`src/rtl/alu_arbiter.sv`:
```
// alu_arbiter: shares one external combinational 8-bit ALU between two
// valid/ready requesters. A granted request is latched, sent to the ALU for
// exactly one EXEC cycle, and the registered result is returned on a shared
// response channel tagged with the owning requester id.
//
// Arbitration: PRIO_FIXED=0 selects round-robin on ties; PRIO_FIXED=1 lets req0
// win every tie. Opcodes outside 1..OP_MAX are answered with resp_err=1 and
// resp_data=0, and the ALU is never sampled for them.
//
// Optional feature: define ALU_OPCOUNT_EN to add op_count[15:0], a saturating
// count of error-free response handshakes.
module alu_arbiter #(
  parameter int PRIO_FIXED = 0,
  parameter int OP_MAX     = 9
) (
  input  logic       clk,
  input  logic       rst_n,
  input  logic       req0_valid,
  output logic       req0_ready,
  input  logic [3:0] req0_inst,
  input  logic [7:0] req0_op1,
  input  logic [7:0] req0_op2,
  input  logic       req1_valid,
  output logic       req1_ready,
  input  logic [3:0] req1_inst,
  input  logic [7:0] req1_op1,
  input  logic [7:0] req1_op2,
  output logic       resp_valid,
  input  logic       resp_ready,
  output logic       resp_id,
  output logic [7:0] resp_data,
  output logic       resp_err,
  output logic [3:0] alu_inst,
  output logic [7:0] alu_op1,
  output logic [7:0] alu_op2,
  input  logic [7:0] alu_sol
`ifdef ALU_OPCOUNT_EN
  ,
  output logic [15:0] op_count
`endif
);

  localparam logic [3:0] OpMaxC = 4'(OP_MAX);

  typedef enum logic [1:0] {
    IDLE = 2'd0,
    EXEC = 2'd1,
    RESP = 2'd2
  } state_e;

  state_e      state_q, state_d;
  logic        last_grant_q;
  logic        owner_q;
  logic [3:0]  inst_q;
  logic [7:0]  op1_q;
  logic [7:0]  op2_q;
  logic        resp_valid_q;
  logic        resp_id_q;
  logic [7:0]  resp_data_q;
  logic        resp_err_q;

  logic        sel_valid;
  logic        sel_id;
  logic        accept;
  logic        inst_legal;
  logic        resp_hs;

  // Requester selection for the current cycle (meaningful only in IDLE).
  // NOTE: every signal assigned in a combinational block gets a default at the
  // top, so no path leaves it unassigned and no latch is inferred.
  always_comb begin
    sel_valid = req0_valid | req1_valid;
    sel_id    = 1'b0;
    if (req0_valid && req1_valid) begin
      sel_id = (PRIO_FIXED != 0) ? 1'b0 : ~last_grant_q;
    end else begin
      sel_id = req1_valid;
    end
  end

  assign accept     = (state_q == IDLE) && sel_valid;
  assign inst_legal = (inst_q != 4'd0) && (inst_q <= OpMaxC);
  assign resp_hs    = resp_valid_q && resp_ready;

  // State register.
  // NOTE: sequential state uses non-blocking assignments so every flop samples
  // the pre-edge values of the others; blocking here would create order races.
  always_ff @(posedge clk or negedge rst_n) begin
    if (!rst_n) begin
      state_q <= IDLE;
    end else begin
      state_q <= state_d;
    end
  end

  // Next-state logic: IDLE -> EXEC on a grant, EXEC lasts one cycle,
  // RESP waits for the consumer.
  always_comb begin
    state_d = state_q;
    unique case (state_q)
      IDLE:    if (sel_valid) state_d = EXEC;
      EXEC:    state_d = RESP;
      RESP:    if (resp_hs) state_d = IDLE;
      default: state_d = IDLE;
    endcase
  end

  // Outputs decoded from state: readys only in IDLE, ALU driven only in EXEC
  // and only with a legal opcode.
  always_comb begin
    req0_ready = 1'b0;
    req1_ready = 1'b0;
    alu_inst   = 4'd0;
    alu_op1    = 8'h00;
    alu_op2    = 8'h00;
    unique case (state_q)
      IDLE: begin
        req0_ready = sel_valid && (sel_id == 1'b0);
        req1_ready = sel_valid && (sel_id == 1'b1);
      end
      EXEC: begin
        alu_inst = inst_legal ? inst_q : 4'd0;
        alu_op1  = op1_q;
        alu_op2  = op2_q;
      end
      default: ;
    endcase
  end

  // Request latch and arbitration history, captured on the handshake edge.
  // NOTE: the latched operands are reset too; they are a handful of flops, not
  // a memory, and a defined value keeps alu_op1/alu_op2 clean after reset.
  always_ff @(posedge clk or negedge rst_n) begin
    if (!rst_n) begin
      last_grant_q <= 1'b1;
      owner_q      <= 1'b0;
      inst_q       <= 4'd0;
      op1_q        <= 8'h00;
      op2_q        <= 8'h00;
    end else if (accept) begin
      last_grant_q <= sel_id;
      owner_q      <= sel_id;
      inst_q       <= sel_id ? req1_inst : req0_inst;
      op1_q        <= sel_id ? req1_op1  : req0_op1;
      op2_q        <= sel_id ? req1_op2  : req0_op2;
    end
  end

  // Response register: loaded at the end of EXEC, held until the consumer
  // takes it. Illegal opcodes never sample alu_sol.
  always_ff @(posedge clk or negedge rst_n) begin
    if (!rst_n) begin
      resp_valid_q <= 1'b0;
      resp_id_q    <= 1'b0;
      resp_data_q  <= 8'h00;
      resp_err_q   <= 1'b0;
    end else if (state_q == EXEC) begin
      resp_valid_q <= 1'b1;
      resp_id_q    <= owner_q;
      resp_data_q  <= inst_legal ? alu_sol : 8'h00;
      resp_err_q   <= ~inst_legal;
    end else if (state_q == RESP && resp_hs) begin
      resp_valid_q <= 1'b0;
    end
  end

  assign resp_valid = resp_valid_q;
  assign resp_id    = resp_id_q;
  assign resp_data  = resp_data_q;
  assign resp_err   = resp_err_q;

`ifdef ALU_OPCOUNT_EN
  logic [15:0] op_count_q;

  // Saturating count of error-free responses actually consumed.
  always_ff @(posedge clk or negedge rst_n) begin
    if (!rst_n) begin
      op_count_q <= 16'h0000;
    end else if (resp_hs && !resp_err_q && (op_count_q != 16'hFFFF)) begin
      op_count_q <= op_count_q + 16'd1;
    end
  end

  assign op_count = op_count_q;
`endif

endmodule

```
`config.mk`:
```
export PLATFORM = sky130hd
export DESIGN_NAME = alu_arbiter
export DESIGN_NICKNAME = d
export VERILOG_FILES = /design/src/rtl/alu_arbiter.sv
export SDC_FILE = /design/constraint.sdc
export NUM_CORES = 1
export LEC_CHECK = 0
export BUFFER_PORTS_ARGS = -buffer_cell sky130_fd_sc_hd__clkbuf_2
export CAP_MARGIN = 0
export CORE_UTILIZATION = 41
export DETAILED_ROUTE_END_ITERATION = 10
export HOLD_SLACK_MARGIN = 0.15
export PLACE_DENSITY = 0.75
export SLEW_MARGIN = 5
export SYNTH_ARGS = -nofsm -noshare
export SYNTH_HDL_FRONTEND = slang
export SYNTH_SLANG_ARGS = --single-unit
export TNS_END_PERCENT = 5
```
`constraint.sdc`:
```
create_clock -name clk -period 1.5 [get_ports clk]
set_clock_uncertainty 0.1 [all_clocks]
set_input_delay 0.225 -clock clk [delete_from_list [all_inputs] [get_ports clk]]
set_output_delay 0.225 -clock clk [all_outputs]
set_load 0.01 [all_outputs]
```
; ---- After elaboration in Yosys (flattened, before gate mapping)
; Index checks and enable logic that the tools add are counted.
; Widths: inputs -> output; s select.
[totals]
register_bits = 35
input_bits = 53
output_inout_bits = 33
elab_cells = 46
[op_classes]
magnitude_cmp = 1
eq_ne = 4
n_mux = 16
bitwise_logic = 4
reduce_logical = 11
[op_table]
columns = op, n
row1 = $mux 8, 5
row2 = $mux 4, 3
row3 = $logic_and 1x1->1, 7
row4 = $pmux 2 s3, 1
row5 = $mux 1, 5
row6 = $le 4x4->1 const B, 1
row7 = $mux 2, 2
row8 = $ne 2x2->1 const B, 2
row9 = $reduce_bool 4->1, 1
row10 = $not 1->1, 3
row11 = $eq 2x1->1 const B, 1
row12 = $eq 2x2->1 const B, 1
row13 = $logic_not 2->1, 1
row14 = $reduce_and 2->1, 1
row15 = $reduce_bool 2->1, 1
row16 = $or 1x1->1, 1

; ---- Logic depth before layout (Yosys ltp)
; Gate-level depths: netlist of the first run.
[logic_depth]
depth_word = 5
depth_mapped = 5
depth_no_buf = 3

; ---- Worst setup path after synthesis of the first run
; OpenSTA, ideal clock, no wires.
[synth_timing]
path_kind = register to register
from = reg last_grant_q
to = reg op2_q[2]
setup_ns = 0.125
arrival_ns = 1.403
required_time_ns = 1.275
slack_ns = -0.128
stages_incl_launch_ff = 5
n_path_buf = 1
period_less_slack_ns = 1.628
path_cell_list = dfstp_2 > a21bo_2 > buf_6 > mux2_4 > mux2_2
[synth_via]
elab_chain_len = 3
[synth_rtl]
columns = element, line_no
row1 = from (decl), 52  ; logic last_grant_q;
row2 = from (signal assigned), 141  ; last_grant_q <= sel_id;
row3 = $not 1->1, 75  ; sel_id = (PRIO_FIXED != 0) ? 1'b0 : ~last_grant_q;
row4 = $mux 1, 74  ; if (req0_valid && req1_valid) begin
row5 = $mux 8, 145  ; op2_q <= sel_id ? req1_op2 : req0_op2;
row6 = to (signal assigned), 145
row7 = to (decl), 56  ; logic [7:0] op2_q;
; Every way passes these cells.
; A chain may end at the register's enable or synchronous reset.

; ---- Final worst setup path of the first run
[layout_timing]
from = reg last_grant_q
to = reg op1_q[6]
[layout_via]
elab_chain_len = 3
[layout_rtl]
columns = element, line_no
row1 = $not 1->1, 75
row2 = $mux 1, 74
row3 = $mux 8, 144  ; op1_q <= sel_id ? req1_op1 : req0_op1;
row4 = to (signal assigned), 144
row5 = to (decl), 55  ; logic [7:0] op1_q;
; Every way passes these cells.

==> flow_summary.ini, run 1 <==
[setup_path]
reg2reg_setup_slack_ps = -210
cp_common_cell = buf_4
worst_path_dominant_cell_family = flip-flops
crit_required_ps = 1570
cp_max_fo = 4
arrival_ps = 1780
path_class = flop to flop
cp_cell_sequence = a21bo_4 -> buf_4 -> buf_4 -> mux2_4 -> mux2_2
setup.worst_path.end_class = flop
critPathLaunchType = flop
crit_path_max_incr_delay_ps = 550
crit_path_top_delay_cell = dfstp_2
crit_buf_inv = 2

[sta]
tightest_slew_ps = 408
hold_violation_count_in_the_final_report = 0
relSlewSlack_pct = 72.8
rsz_0062_raised_after_global_routing = true
fin_ws_ps = -211
clock.fmax_mhz = 584
timing_max_transition_violations_final = 0
final-setup-viol-count = 50
final.min_clock_period_ps = 1710
final.setup.tns_ps = -6530
timing.final.crit_share_pct = 114

[placement]
post_dp_cell_area_sq_um = 2400
portBuffers = 85
routabilityCongestion = 0.793
detailed_placement_hpwl_microns = 3090

[synthesis]
synthesis.instances = 137
ys_seq_area_share_pct = 49.1
yosys_warnings = 0
synth-main-ff-cell = dfrtp_1
synth.distinct_cells = 27
yosys_register_bits = 35
synth_area_per_cell_sq_um = 13.0
synth-async-reset-ratio_pct = 100
synthesis.area_sq_um = 1790
synth-edff-count = 0
syn_nets = 190

[floorplan]
num_rows = 23
io-pin-count = 86
coreArea_sq_um = 4090
initial_core_util_pct = 43.7
die_y_microns = 68.0
die-area_sq_um = 4620
die_w_microns = 68.0

[cells_and_area]
postLayoutCellArea_sq_um = 2790
utilization_pct = 68.3
multi_input_comb_area_sq_um = 927
n_antenna_cell = 0
drive_above_1_share_pct = 66.8
num-nets-final = 311
area.growth.synth_to_final_pct = 56.3
ff_latch_area_sq_um = 880
fillers = 310

[detailed_routing]
routed_wire_length_per_instance_microns = 14.2
via_per_inst = 4.79
first_pass_iters = 4
ant_nets = 0
post-route-drc-count = 0
detail_route.wirelength_microns = 4380
vias = 1479
drt_initial_violations = 44

[min_path]
hp-class = primary input to flop

[grt]
grt_first_pass_wirelength_microns = 6400
number_of_antenna_violations_at_the_first_check_in_global_routing = 0
groute.usage.overall_pct = 19.2
grt_pass1_vias = 1450
gr-total-overflow = 0
grt_max_degree = 23

[cts]
clk_transition_reported_paths_ps = 70
tritoncts_clock_tree = done
cts-buffers-inserted = 5
clock_insertion_delay_worst_skew_ps = 280
clkSinkCount = 35
cts_max_path_buffers = 2
clockRootBuffer = clkbuf_8
htree_levels = 2

[power]
worst_ir_drop_vdd_uv = 541
power.static_leakage_uw = 0.00156
power.density_nw_per_um2 = 691

[status]
run_status = complete, but fails checks
violations = setup timing

[flow_run]
timing.max_cap.violations = 0
## cell usage after synthesis, drive strengths merged, types with 3 or more instances
library cell	number	area share (%)
a21oi	3	0.84
a22o	8	3.9
and2	16	5.6
buf	6	2.7
dfrtp	34	48
mux2	40	29
nand2	6	1.3
nor2	3	0.63
## layout make-up
| class | count | share of cell area [%] |
|---|---|---|
| tap | 50 | 2.24 |
| sequential | 35 | 31.5 |
| inverter | 2 | 0.269 |
| timing repair buffer | 122 | 29.1 |
| clock buffer | 8 | 3.59 |
| multi-input combinational | 92 | 33.2 |
## per-stage QoR
step	cells	power [uW]	setup WS [ps]	hold slack, ps
2_1_floorplan	137	1060	-91.6	-171
3_3_place_gp	280	1170	-127	67.8
3_5_place_dp	280	1170	-160	73.4
4_1_cts	302	1950	-222	194
5_1_grt	309	2000	-258	193
6_report	309	1930	-211	194
## path summary, 6_finish.rpt
check / from / to / cells after the start
min in group asynchronous: rst_n / op1_q[0] / 2
min reg2reg: owner_q / resp_id / 2
max: last_grant_q / op1_q[6] / 5
min: req1_inst[2] / inst_q[2] / 3
max reg2reg: last_grant_q / op1_q[6] / 5
max in group asynchronous: rst_n / state_q[0] / 3
## metal layers
metal	part of all wire (%)	wire, microns	GRT usage, %	vias to the layer above
met5	0	0	0	-
met1	40	1750	21.8	705
met2	53	2330	33.3	42
li1	-	-	-	724
met4	1.7	76	7.03	0
met3	5.0	219	6.00	8
## report_power, final
| group | total (uW) | leakage, uW | internal, uW | switching, uW |
|---|---|---|---|---|
| Combinational | 238 | 0.00104 | 160 | 77.9 |
| Clock | 745 | 0.0000515 | 419 | 326 |
| Sequential | 946 | 0.000476 | 945 | 0.856 |
| Total | 1930 | 0.00156 | 1520 | 405 |
## logic make-up after synthesis
family                 synth area share [%]
flip-flops                             49.1
AO/OA/AOI/OAI                          6.66
buffers and inverters                  3.50
AND/OR/NAND/NOR                        11.7
multiplexers                           29.0
## worst reg2reg max path, stage by stage, from the launching register on
cell and delay, ps:
dfstp_2 550, a21bo_4 170, buf_4 130, buf_4 110, mux2_4 300, mux2_2 250
## layout by cell type, fill, tap and decap left out, drive strengths merged
cell type    Yosys  routed
nor2b            2       2
o21ai            2       2
nand2            6       6
a22o             8       8
a21bo            1       1
a31oi            1       1
dfstp            1       1
dfrtp           34      34
a21o             1       1
inv              2       2
dlygate4sd3      0      11
and2            16      16
nor3b            2       2
nor3             1       1
mux2            40      40
nand3b           1       1
nor4b            1       1
clkbuf           2      78
nand2b           1       1
nor2             3       3
a21oi            3       3
and3             2       2
or4              1       1
buf              6      41
## state kept, by name, summed over array words and instances, names as in the netlist
name	count
op1_q	8
op2_q	8
resp_data	8
inst_q	4
state_q	2
last_grant_q	1
owner_q	1
resp_err	1
resp_id	1
resp_valid	1
## repair_timing
item,4_1_cts,5_1_grt
hold endpoints to repair,45,0
gates cloned,0,1
setup endpoints to repair,51,50
setup buffers,3,6
resized for setup,7,33
hold buffers,11,0
pin swaps,3,3
Power figures use the tool's default switching activity.
==> inputs of run 2 (changes only) <==
==> constraint.sdc (replaced) <==
create_clock -name clk -period 1.41 [get_ports clk]
set_clock_uncertainty 0.1 [all_clocks]
set_input_delay 0.2115 -clock clk [delete_from_list [all_inputs] [get_ports clk]]
set_output_delay 0.2115 -clock clk [all_outputs]
set_load 0.01 [all_outputs]
==> run 2 against run 1 <==
Compared with the run above:
- total power is 22% higher
- cell count fell by 0.65%
- largest cell class unchanged
- non-clock buffer count decreased by 2
- sequential power is 7% higher
- hold slack lost 19 ps
- sequential share of layout area fell by 0.22 points
- register-to-register slack worse by 110 ps
- the flow still finishes with violations (setup timing)
- via count is 1.1% higher
- combinational power increased by 9.7%
- design area is 0.72% higher
- clock power up 46%
==> flow_summary.ini, run 2 (synthesis gave the netlist of run 1 again) <==
[floorplan]
die_y_microns = 68.0
die_w_microns = 68.0
num_rows = 23
io-pin-count = 86
die-area_sq_um = 4620
initial_core_util_pct = 43.7
coreArea_sq_um = 4090

[detailed_routing]
via_per_inst = 4.87
post-route-drc-count = 0
first_pass_iters = 5
ant_nets = 0
routed_wire_length_per_instance_microns = 14.3
detail_route.wirelength_microns = 4400
drt_initial_violations = 27
vias = 1496

[flow_run]
timing.max_cap.violations = 0

[setup_path]
critPathLaunch = last_grant_q
arrival_ps = 1810
path_class = flop to flop
crit_path_top_delay_cell = dfstp_2
setup.worst_path.end_class = flop
critPathLaunchType = flop
worst_r2r_startpoint = last_grant_q
cp_max_fo = 5
cp_cell_sequence = a21bo_4 -> buf_12 -> clkbuf_16 -> mux2_4 -> mux2_2
crit_required_ps = 1490
crit_path_max_incr_delay_ps = 550

[sta]
timing_max_transition_violations_final = 0
clock.fmax_mhz = 578
rsz_0062_raised_after_global_routing = true
hold_violation_count_in_the_final_report = 0
relSlewSlack_pct = 74.1
timing.final.crit_share_pct = 123
worst_hold_slack_ps = 175
fin_ws_ps = -319
tightest_slew_ps = 388
final-setup-viol-count = 50
final.min_clock_period_ps = 1730

[status]
run_status = complete, but fails checks
violations = setup timing

[cts]
htree_levels = 2
tritoncts_clock_tree = done
clock_insertion_delay_worst_skew_ps = 290
clkSinkCount = 35
clk_transition_reported_paths_ps = 70
cts-buffers-inserted = 5
clockRootBuffer = clkbuf_8
cts_max_path_buffers = 2

[grt]
grt_first_pass_wirelength_microns = 6520
grt_pass1_vias = 1467
number_of_antenna_violations_at_the_first_check_in_global_routing = 0
grt_max_degree = 23
groute.usage.overall_pct = 19.4
gr-total-overflow = 0

[power]
power.total_uw = 2350
worst_ir_drop_vdd_uv = 537
power.static_leakage_uw = 0.00157
power.density_nw_per_um2 = 837

[cells_and_area]
area.growth.synth_to_final_pct = 57.4
most-common-layout-cells = clkbuf_2, dfrtp_1, mux2_4, mux2_2, buf_4
postLayoutCellArea_sq_um = 2810
final_common_cell = clkbuf_2
drive_above_1_share_pct = 66.5
n_antenna_cell = 0
num-nets-final = 309
utilization_pct = 68.8

[placement]
post_dp_cell_area_sq_um = 2410
setup_slack_placement_ps = -252
routabilityCongestion = 0.759
portBuffers = 85
detailed_placement_hpwl_microns = 2950

[min_path]
hold_sp = req1_inst[3]
hp-class = primary input to flop
==> run 2: cell count changes in the layout (fill, tap and decap cells not counted), moves of 2 or more <==
cell and change:
bufinv_16 +2, clkbuf_8 -2, buf_2 +2, buf_4 -2, buf_6 -2
==> run 2: cell type report <==
| class | instances | area [sq um] |
|---|---|---|
| Fill cell | 311 | 1280 |
| Multi-Input combinational cell | 92 | 918 |
| Sequential cell | 35 | 880 |
| Timing Repair Buffer | 120 | 806 |
| Clock buffer | 5 | 68.8 |
| Clock inverter | 3 | 67.6 |
| Tap cell | 50 | 62.6 |
| Inverter | 2 | 7.51 |
==> run 2: critical path: cells and delay by family (launching register included) <==
family                 cells  cell delay (ps)
AOI/OAI and AO/OA          1              150
buffers and inverters      2              260
DFF                        1              550
muxes                      2              550
==> run 2: power by group <==
group          switching, uW  internal, uW  total (uW)
Combinational           84.7           176         261
Clock                    382           705        1090
Sequential             0.800          1000        1010
==> run 2: through the flow <==
| stage | cells | setup TNS (ps) |
|---|---|---|
| 2_1_floorplan | 137 | -5290 |
| 3_5_place_dp | 282 | -6280 |
| 5_1_grt | 307 | -13490 |
| 6_report | 307 | -11360 |
| 4_1_cts | 303 | -11500 |
| 3_3_place_gp | 282 | -5560 |
==> run 2: path summary, 6_finish.rpt <==
kind                         endpoint  slack [ps]  cells past startpoint
max                          op1_q[2]        -320                      5
min                         inst_q[3]         170                      3
max reg2reg                  op1_q[2]        -320                      5
min reg2reg                   resp_id         380                      2
max in group asynchronous  state_q[0]         460                      3
min in group asynchronous    op2_q[6]         300                      2
==> run 2: what timing repair did <==
action,CTS,global route
setup endpoints to repair,51,51
hold endpoints to repair,45,0
pin swaps,2,2
cloned,0,1
hold buffers,11,0
buffers inserted,2,3
resized for setup,4,32
==> run 2: layer usage <==
layer	GRT usage, %	vias up	share of wire, %	routed length (microns)
met4	7.03	0	1.8	77
li1	-	719	-	-
met5	0	-	0	0
met2	33.0	50	54	2390
met1	22.8	717	39	1720
met3	5.83	10	4.7	208
==> inputs of run 3 (changes only) <==
--- a/config.mk
+++ b/config.mk
@@ -7,10 +7,10 @@
 export LEC_CHECK = 0
 export BUFFER_PORTS_ARGS = -buffer_cell sky130_fd_sc_hd__clkbuf_2
 export CAP_MARGIN = 0
-export CORE_UTILIZATION = 41
+export CORE_UTILIZATION = 35
 export DETAILED_ROUTE_END_ITERATION = 10
 export HOLD_SLACK_MARGIN = 0.15
-export PLACE_DENSITY = 0.75
+export PLACE_DENSITY_LB_ADDON = 0.2
 export SLEW_MARGIN = 5
 export SYNTH_ARGS = -nofsm -noshare
 export SYNTH_HDL_FRONTEND = slang
==> run 3 against run 2 <==
Compared with the run above:
- the flow still finishes with violations (setup timing)
- maximum frequency is 2.0% higher
- global-route usage shrank 3.0 points
- non-clock buffer count grew 1
- highest routed layer unchanged
==> flow_summary.ini, run 3 (synthesis gave the netlist of run 1 again) <==
[cells_and_area]
num-nets-final = 310
postLayoutCellArea_sq_um = 2830
drive_above_1_share_pct = 65.9
area.growth.synth_to_final_pct = 58.4
utilization_pct = 58.7
fillers = 428
final_common_cell = clkbuf_2
most-common-layout-cells = clkbuf_2, dfrtp_1, mux2_4
n_antenna_cell = 0

[sta]
clock.fmax_mhz = 590
timing_max_transition_violations_final = 0
final-setup-viol-count = 51
rsz_0062_raised_after_global_routing = true
tightest_slew_ps = 301
relSlewSlack_pct = 79.9
final.min_clock_period_ps = 1690
final.setup.tns_ps = -9750
fin_ws_ps = -284
hold_violation_count_in_the_final_report = 0
timing.final.crit_share_pct = 120

[grt]
grt_max_degree = 29
groute.usage.overall_pct = 16.4
number_of_antenna_violations_at_the_first_check_in_global_routing = 0
grt_pass1_vias = 1397
grt_first_pass_wirelength_microns = 6520
gr-total-overflow = 0

[power]
power.density_nw_per_um2 = 684
worst_ir_drop_vdd_uv = 474
power.static_leakage_uw = 0.00158

[setup_path]
critPathLaunchType = flop
cp_cell_sequence = a21bo_4 -> buf_6 -> buf_12 -> mux2_4 -> mux2_4
setup.worst_path.end_class = flop
crit_required_ps = 1480
path_class = flop to flop
arrival_ps = 1760
worstReg2RegEnd = inst_q[1]
reg2reg_setup_slack_ps = -280
cp_max_fo = 4
worst_path_dominant_cell_family = flip-flops
ff2ff_path_depth = 5
crit_buf_inv = 2
worst_r2r_startpoint = last_grant_q
crit_path_top_delay_cell = dfstp_2
cp_common_cell = mux2_4
crit_path_max_incr_delay_ps = 540

[detailed_routing]
first_pass_iters = 4
vias = 1476
routedLengthMet1_microns = 1830
routed_wire_length_per_instance_microns = 12.7
wl_met2_microns = 2070
route.top_layer_used = met4
post-route-drc-count = 0
detail_route.wirelength_microns = 4130
detailed_route_wirelength_on_metal3_microns = 189
via_per_inst = 4.54
ant_nets = 0
drt_initial_violations = 21

[min_path]
hp-class = primary input to flop
whs_endpoint = state_q[0]
min_path_cells = 3
hold_sp = req1_valid

[placement]
routabilityCongestion = 0.738
post_dp_cell_area_sq_um = 2450
detailed_placement_hpwl_microns = 2880
portBuffers = 85

[floorplan]
io-pin-count = 86
die_y_microns = 73.4
coreArea_sq_um = 4820
die_w_microns = 73.4
num_rows = 25
initial_core_util_pct = 37.1
die-area_sq_um = 5390

[flow_run]
timing.max_cap.violations = 0

[cts]
htree_levels = 2
cts_max_path_buffers = 2
clk_transition_reported_paths_ps = 70
tritoncts_clock_tree = done
clockRootBuffer = clkbuf_8
clock_insertion_delay_worst_skew_ps = 280
clkSinkCount = 35
cts-buffers-inserted = 5

[status]
violations = setup timing
run_status = complete, but fails checks
[run 3: worst max path at each step]
stage	slack [ps]	start	cells past startpoint	to
after detailed placement	-240	inst_q[0]	3	resp_data[5]
final	-280	last_grant_q	5	inst_q[1]
after global routing	-320	state_q[0]	4	alu_op1[1]
after global placement	-210	inst_q[0]	3	resp_data[0]
after floorplan	-180	last_grant_q	4	op2_q[2]
after CTS	-280	last_grant_q	4	req0_ready
[run 3: repair_timing]
item,in CTS,in global routing
gates resized for setup,18,29
hold buffers,12,0
hold endpoints to repair,44,0
pin swaps,6,6
setup endpoints to repair,51,50
buffers inserted,1,1
gates cloned,2,0
[run 3: report_power, final]
part           switching (uW)  internal (uW)
sequential              0.713           1010
clock                     332            346
combinational            79.8            169
total                     413           1520
[run 3: worst register-to-register path: cells and delay by family, from the launching register on]
| family | cells | cell delay (ps) |
|---|---|---|
| mux | 2 | 540 |
| compound gates | 1 | 180 |
| buf+inv | 2 | 220 |
| flops | 1 | 540 |
[run 3: metal layers]
layer  global-route usage, %  vias up
met1                    19.6      703
met5                       0        -
met3                    5.08        5
li1                        -      723
met4                    4.49        0
met2                    28.5       45
[run 3: layout make-up]
| cell class | instances | area [sq um] | area share [%] |
|---|---|---|---|
| flip-flops and latches | 35 | 878 | 31.1 |
| clock inverters | 1 | 5.00 | 0.177 |
| well taps | 67 | 83.8 | 2.96 |
| repair buffers | 121 | 828 | 29.3 |
| multi-input cells | 92 | 948 | 33.5 |
| clock buffers | 7 | 76.3 | 2.70 |
| inverters | 2 | 7.51 | 0.265 |
[run 3: stage by stage]
stage               instances  hold slack (ps)  power (uW)  setup slack [ps]
floorplan                 137             -184        1120              -182
global placement          301            -12.8        1240              -208
global route              325              178        2030              -321
CTS                       324              175        1970              -285
detailed placement        301            -11.3        1240              -245
finish                    325              178        1930              -284
